**config.mk**
```make
export PLATFORM = sky130hd
export DESIGN_NAME = modinv
export DESIGN_NICKNAME = d
export VERILOG_FILES = /design/src/rtl/modinv.sv
export SDC_FILE = /design/constraint.sdc
export NUM_CORES = 1
export LEC_CHECK = 0
export CORE_ASPECT_RATIO = 0.6
export CORE_MARGIN = 10
export CORE_UTILIZATION = 25
export DETAILED_ROUTE_END_ITERATION = 10
export HOLD_SLACK_MARGIN = 0.03
export SYNTH_ARGS = -nofsm -noshare
export SYNTH_HDL_FRONTEND = slang
export SYNTH_SLANG_ARGS = --single-unit
```
**constraint.sdc**
```tcl
create_clock -name clk -period 8.55 [get_ports clk]
set_input_delay 2.1375 -clock clk [delete_from_list [all_inputs] [get_ports clk]]
set_output_delay 2.1375 -clock clk [all_outputs]
set_load 0.005 [all_outputs]
```
**src/rtl/modinv.sv**
```systemverilog
// Sequential inverse mod 29 via a^27 (Fermat), one shared mod-29 multiplier.
// Fixed 10-cycle latency from capture to done; start is ignored while busy.
`timescale 1ns/1ps
module modinv (
  input  logic       clk,
  input  logic       reset,
  input  logic       start,
  input  logic [4:0] a,
  output logic       busy,
  output logic       done,
  output logic [4:0] inv,
  output logic       err
);

  typedef enum logic [1:0] {IDLE, SQR, MUL} state_t;

  localparam logic [4:0] EXP = 5'd27;

  // 32 = 3 (mod 29): fold the high bits twice, then one conditional subtract.
  function automatic logic [4:0] mulmod29(input logic [4:0] x, input logic [4:0] y);
    logic [9:0] p;
    logic [6:0] f1;
    logic [5:0] f2;
    logic [5:0] d;
    p  = {5'd0, x} * {5'd0, y};
    f1 = {2'd0, p[9:5]} * 7'd3 + {2'd0, p[4:0]};
    f2 = {4'd0, f1[6:5]} * 6'd3 + {1'b0, f1[4:0]};
    d  = f2 - 6'd29;
    return (f2 >= 6'd29) ? d[4:0] : f2[4:0];
  endfunction

  state_t     r_state;
  logic [4:0] r_r;
  logic [2:0] r_idx;
  logic [4:0] r_base;
  logic       r_busy;
  logic       r_done;
  logic [4:0] r_inv;
  logic       r_err;

  state_t     w_state;
  logic [4:0] w_r;
  logic [2:0] w_idx;
  logic [4:0] w_base;
  logic       w_busy;
  logic       w_done;
  logic [4:0] w_inv;
  logic       w_err;
  logic [4:0] w_sq;
  logic [4:0] w_mb;
  logic [4:0] w_mul_r;

  assign w_sq    = mulmod29(r_r, r_r);
  assign w_mb    = mulmod29(r_r, r_base);
  assign w_mul_r = EXP[r_idx] ? w_mb : r_r;

  always_comb begin
    w_state = r_state;
    w_r     = r_r;
    w_idx   = r_idx;
    w_base  = r_base;
    w_busy  = r_busy;
    w_done  = 1'b0;
    w_inv   = r_inv;
    w_err   = r_err;
    case (r_state)
      IDLE: begin
        if (start) begin
          w_base  = (a >= 5'd29) ? (a - 5'd29) : a;
          w_r     = 5'd1;
          w_idx   = 3'd4;
          w_busy  = 1'b1;
          w_state = SQR;
        end
      end
      SQR: begin
        w_r     = w_sq;
        w_state = MUL;
      end
      MUL: begin
        w_r = w_mul_r;
        if (r_idx == 3'd0) begin
          w_inv   = w_mul_r;
          w_err   = (r_base == 5'd0);
          w_done  = 1'b1;
          w_busy  = 1'b0;
          w_state = IDLE;
        end else begin
          w_idx   = r_idx - 3'd1;
          w_state = SQR;
        end
      end
      default: w_state = IDLE;
    endcase
  end

  always_ff @(posedge clk) begin
    if (reset) begin
      r_state <= IDLE;
      r_r     <= 5'd1;
      r_idx   <= 3'd0;
      r_base  <= 5'd0;
      r_busy  <= 1'b0;
      r_done  <= 1'b0;
      r_inv   <= 5'd0;
      r_err   <= 1'b0;
    end else begin
      r_state <= w_state;
      r_r     <= w_r;
      r_idx   <= w_idx;
      r_base  <= w_base;
      r_busy  <= w_busy;
      r_done  <= w_done;
      r_inv   <= w_inv;
      r_err   <= w_err;
    end
  end

  assign busy = r_busy;
  assign done = r_done;
  assign inv  = r_inv;
  assign err  = r_err;

endmodule
```
== Word level (Yosys, flattened, before mapping) ==
Memories as Yosys holds them, arrays and structs flattened. A register that Yosys moved wholly into a read port is not among the register bits.
Index checks and enable logic that the tools add are counted.

* Register bits after elaboration: 23
* Latch bits: 0
* Bits in writable memories: 0
* Bits in read-only memories: 8
* Output and inout bits: 8
* Logic and storage cells: 63
* Memories: 1

{| class="wikitable"
|+ Memories
! name !! depth !! bits a word !! rd ports !! clocked after memory_dff !! write ports !! RTL line !! text
|-
| (name not given) || 8 || 1 || 1 || 1 || 0 || 55 || <nowiki>assign w_mul_r = EXP[r_idx] ? w_mb : r_r;</nowiki>
|}

* Add/subtract/negate cells: 8
* Multiply operators: 6
* Divide/modulo/power cells: 0
* $lt $le $gt $ge: 4
* Eq/ne operators: 5
* Shifts and indexed selects: 0
* Muxes and demuxes: 19
* Bitwise gates (word level): 1
* Reduce and logical (&&, ||, !) cells: 11

{| class="wikitable"
|+ Operators with widths
! operator !! number
|-
| two-way mux 5 bit || 5
|-
| multiplier 5 x 5 -> 10 bit || 2
|-
| case mux 5 bit (3 select lines) || 1
|-
| subtractor 5 bit (second input constant) || 3
|-
| adder 7 x 5 -> 7 bit || 2
|-
| multiplier 5 x 2 -> 7 bit (second input constant) || 2
|-
| adder 4 x 5 -> 6 bit || 2
|-
| >= comparator 6 x 5 -> 1 bit (second input constant) || 2
|-
| two-way mux 3 bit || 4
|-
| multiplier 2 x 2 -> 4 bit (second input constant) || 2
|-
| != test 2 bit (second input constant) || 3
|-
| case mux 2 bit (3 select lines) || 1
|-
| case mux 3 bit (2 select lines) || 1
|-
| AND reduction 2 bit || 3
|-
| AND reduction 3 bit || 2
|-
| >= comparator 5 bit (second input constant) || 1
|-
| zero test 5 bit || 1
|-
| two-way mux 1 bit || 5
|-
| < comparator 3 x 4 -> 1 bit (second input constant) || 1
|-
| zero test 3 bit || 1
|-
| nonzero test 3 bit || 1
|-
| subtractor 3 x 1 -> 3 bit (second input constant) || 1
|-
| == test 2 x 1 -> 1 bit (second input constant) || 1
|-
| == test 2 bit (second input constant) || 1
|-
| 6 further kinds || 6
|}

== Logic depth before layout (Yosys ltp) ==
* Word-level depth: 9
* Depth in mapped cells: 35
* Gate-level depth less buffers: 34

== Least setup slack after synthesis ==
Ideal clock, no wire load.

* Path type: reg2reg
* Start: reg r_r[0]
* End: reg r_inv[4], in the netlist inv[4]
* Library setup time: 0.071 ns
* Arrival: 7.128 ns
* Data required time: 8.479 ns
* Setup slack: 1.351 ns
* Cell stages (with the launch flop): 30
* Cells stage by stage: dfxtp_1 clkbuf_1 nand2_1 fa_1 fa_1 fa_1 inv_1 ha_1 a21o_1 a21oi_1 o21bai_1 a21oi_1 xnor2_1 xor2_1 ha_1 ha_1 a21oi_1 a21oi_1 o21ai_0 nor2b_1 fa_1 inv_1 ha_1 fa_1 xor2_1 nand2_1 nor2_1 mux2_2 a211o_1 a21oi_1

* Word-level cells in the longest chain between the ends: 8
* Elaborated cells between the ends (all ways): 9

{| class="wikitable"
|+ RTL lines
! element !! RTL line !! text
|-
| start: declaration || 33 || <nowiki>logic [4:0] r_r;</nowiki>
|-
| start signal: assignment || 109 || <nowiki>r_r <= w_r;</nowiki>
|-
| multiplier 5 x 5 -> 10 bit (*) || 25 || <nowiki>p = {5'd0, x} * {5'd0, y};</nowiki>
|-
| multiplier 5 x 2 -> 7 bit || 26 || <nowiki>f1 = {2'd0, p[9:5]} * 7'd3 + {2'd0, p[4:0]};</nowiki>
|-
| adder 7 x 5 -> 7 bit (*) || 26 ||
|-
| multiplier 2 x 2 -> 4 bit || 27 || <nowiki>f2 = {4'd0, f1[6:5]} * 6'd3 + {1'b0, f1[4:0]};</nowiki>
|-
| adder 4 x 5 -> 6 bit (*) || 27 ||
|-
| subtractor 5 bit or >= comparator 6 x 5 -> 1 bit (tied branches) || 28, 29 ||
|-
| two-way mux 5 bit (*) || 29 || <nowiki>return (f2 >= 6'd29) ? d[4:0] : f2[4:0];</nowiki>
|-
| two-way mux 5 bit (*) || 55 ||
|-
| end signal: assignment || 114 || <nowiki>r_inv <= w_inv;</nowiki>
|-
| end: declaration || 38 || <nowiki>logic [4:0] r_inv;</nowiki>
|}

Mark *: on every way between the ends. The rest lies on a longest branch, timed or not.
A chain may end at the register's enable or synchronous reset.

== Worst setup path in the final report ==
Same ends and word-level chain as after synthesis.

==> results.md <==
- Status: finished, final reports clean
- Die area: 19,700 um2
- Max-Slew Margin vs Limit: 40.5%
- RR Startpoint: r_r[0]$_SDFFE_PP1P_
- Critical Path Most Common Cell: fa_1
- Maximum capacitance violations: 0
- Most frequent cells in the layout: inv_1, ha_1, a21oi_1
- Commonest non-fill, non-tap cell in the layout: inv_1
- Post-Syn Instances: 441
- 1st-iter DRT viols: 187
- Crit path max fanout: 13
- CTS tree: yes
- CTS Buf Count: 3
- Antenna violations before repair: 0
- Worst Path Required: 8.72 ns
- Power density cells: 80.3 nW/um2
- Peak VDD IR: 101 uV
- PortBufs: 15
- Seq/Total Area, Yosys: 13.4%
- Post-synth EDFFs: 0
- CTS resizes: 0
- Die width: 175 um
- Clock Skews: 0.00917 ns
- Total power draw: 0.326 mW
- Antenna diode count: 0
- Tot GR Track Use: 8.06%
- CTS Buffer Depth: 2
- CP Capture Type: flop
- Max stage delay on crit path: 0.57 ns
- Cts hold-fix bufs: 0
- Cells after DPL: 640
- Clock-pin slew on the worst setup and hold paths: 0.06 ns
- ANT nets after route: 0
- Internal reg-to-reg setup slack: 0.62 ns
- Via count: 2,936
- Clock Sinks: 24
- Switching pwr: 0.0869 mW
- Area delta synth->final: 13.2%
- Final wirelength: 7870 um
- Leakage Power: 2.06 nW
- # Post-CTS Setup Buffers: 0
- Grt ovf: 0
- CTS H-tree lvls: 1
- # rows: 33
- Final core utilization: 29.3%
- Slew Limit Fails: 0
- Per-cell routed wire length: 12.2 um
- Hold Crit Start: inv[4]$_SDFFE_PP0P_
- Initial Utilization: 25.9%
- Core region area: 13,900 um2
- Die Ht: 113 um
- Critical-path top delay cell: dfxtp_1
- Post-synth cell types: 51
- CP arrival: 8.11 ns
- # DRC: 0
- CTS root buf: clkbuf_16
- Layout cells sized above 1: 3.76%
- Avg Inst Size Synth: 8.14 um2
- Fraction of registers with async set/reset: 0%
- Final Setup Violations: 0
- DP HPWL: 6730 um
- Drt pass-1 iters: 6
- Post-Syn Area: 3590 um2
- TNS Setup: 0 ns
- Nets: 549
- CP Class: reg -> reg
- R2R cell count: 28
- Combinational share of power: 21.0%
- Vias in the first global route: 2,889
- Final cycle utilization of the critical path: 92.8%
- Synthesized Nets: 537
- Area after DPL: 3960 um2
- FF+latch count, synth: 24
- Crit. Startpoint: r_r[0]$_SDFFE_PP1P_
- Final instance area: 4060 um2
- Setup crit start kind: flop
- Sw Share: 26.6%
- RSZ-0062 raised after global routing: no
- First-pass GRT wire length: 13,800 um
- Internal power: 0.240 mW
- Worst setup endpoint: inv[4]$_SDFFE_PP0P_
- Worst r2r dst: inv[4]$_SDFFE_PP0P_
- Yosys warns: 0
- Top FF cell, synth: dfxtp_1
- Final GP Congestion: 0.841
- Minimum clock period: 7.93 ns
- Worst-skew pair later-pin latency: 0.26 ns
- Worst Max-Slew Pin Slew: 0.889 ns
- Final hold viol count: 0
- F_max: 126 MHz
- Clock network power share: 40.6%
- Tightest Hold Check Type: reg -> reg
- Avg Vias per Cell: 4.56
- Largest net degree at the start of global routing: 23
- Finished Layout Cells: 644
- Reg power frac: 38.4%
- Top Ports: 16
## stage by stage
step	hold slack (ns)	worst slack, ns
floorplan	0.453	1.35
global placement	0.455	0.704
detailed placement	0.464	0.670
CTS	0.471	0.620
global route	0.506	0.0487
finish	0.474	0.616
## routing by layer
metal	vias to the layer above	GRT usage, %	wire length (um)
li1	1510	-	-
met1	1369	12.4	4530
met4	0	0.844	29
met5	-	0	0
met3	6	1.39	269
met2	51	11.6	3050
## worst max-delay path: cells and delay by family, from the launching register on
kind                       cells  cell delay, ns
muxes                          1            0.35
buffers and inverters          2            0.09
AOI/OAI and AO/OA              8            1.67
adders and majority gates      9            3.69
xor gates and xnor gates       3            0.81
DFF                            1            0.57
and+or+nand+nor                5            0.67
## worst min-delay path by stage
stage                                to  slack (ns)  cells past startpoint
floorplan           inv[0]$_SDFFE_PP0P_        0.45                      2
global placement    inv[4]$_SDFFE_PP0P_        0.45                      2
detailed placement  inv[4]$_SDFFE_PP0P_        0.46                      2
CTS                 inv[4]$_SDFFE_PP0P_        0.47                      2
global route        inv[4]$_SDFFE_PP0P_        0.51                      2
finish              inv[4]$_SDFFE_PP0P_        0.47                      2
## layout make-up
class	count	area (um2)
fillers	1493	9810
multi-input cells	340	2820
flip-flops and latches	24	480
inverters	67	251
well taps	192	240
repair buffers	17	165
clock buffers	3	75.1
clock inverters	1	30.0
## power by group through the flow
stage                     sequential [mW]  clock (mW)  combinational [mW]
after CTS                           0.125       0.135              0.0685
after floorplan                     0.124           0              0.0482
after global routing                0.127       0.140              0.0778
final                               0.125       0.132              0.0686
after global placement              0.128           0              0.0665
after detailed placement            0.128           0              0.0679
## kinds of logic (layout without fill, tap and decap cells)
group,count (synthesis),after routing,synth area share (%)
compound gates,91,91,16.3
xor+xnor,29,29,7.46
fa+ha+maj,88,88,35.5
buf+inv,77,88,8.05
flops,24,24,13.4
mux,4,4,1.18
simple gates,128,128,18.2
## flip-flops by register name (all words and copies together) (netlist names), named ones only
| name | count |
|---|---|
| inv | 5 |
| r_idx | 3 |
| busy | 1 |
| r_base | 5 |
| err | 1 |
| r_state | 2 |
| r_r | 5 |
| done | 1 |
## Yosys cell counts, types with 2 or more instances
master     number  share of area [%]
nand4_1         2               0.35
o21ai_0        13                1.8
dfxtp_1        24                 13
a31o_2          3               0.73
a21o_1          7                1.5
a311oi_1        2               0.49
or2_2           2               0.35
nand2_1        36                3.8
or3_1           3               0.52
a21oi_1        38                5.3
clkbuf_1        9               0.94
inv_1          67                7.0
xor2_1         15                3.7
a211o_1         2               0.49
nand2b_1        6                1.0
o21bai_1        7                1.5
nor2b_1         6                1.0
o31ai_1         3               0.63
nand3_1         4               0.56
nand3b_1        3               0.63
fa_1           23                 13
nor2_1         28                2.9
and2_1         23                4.0
o2111ai_1       3               0.73
o211ai_1        2               0.42
xnor2_1        13                3.2
ha_1           65                 23
mux2i_1         2               0.56
mux2_2          2               0.63
and3_1          3               0.52
nor3_1          5               0.70
Power figures use the tool's default switching activity.
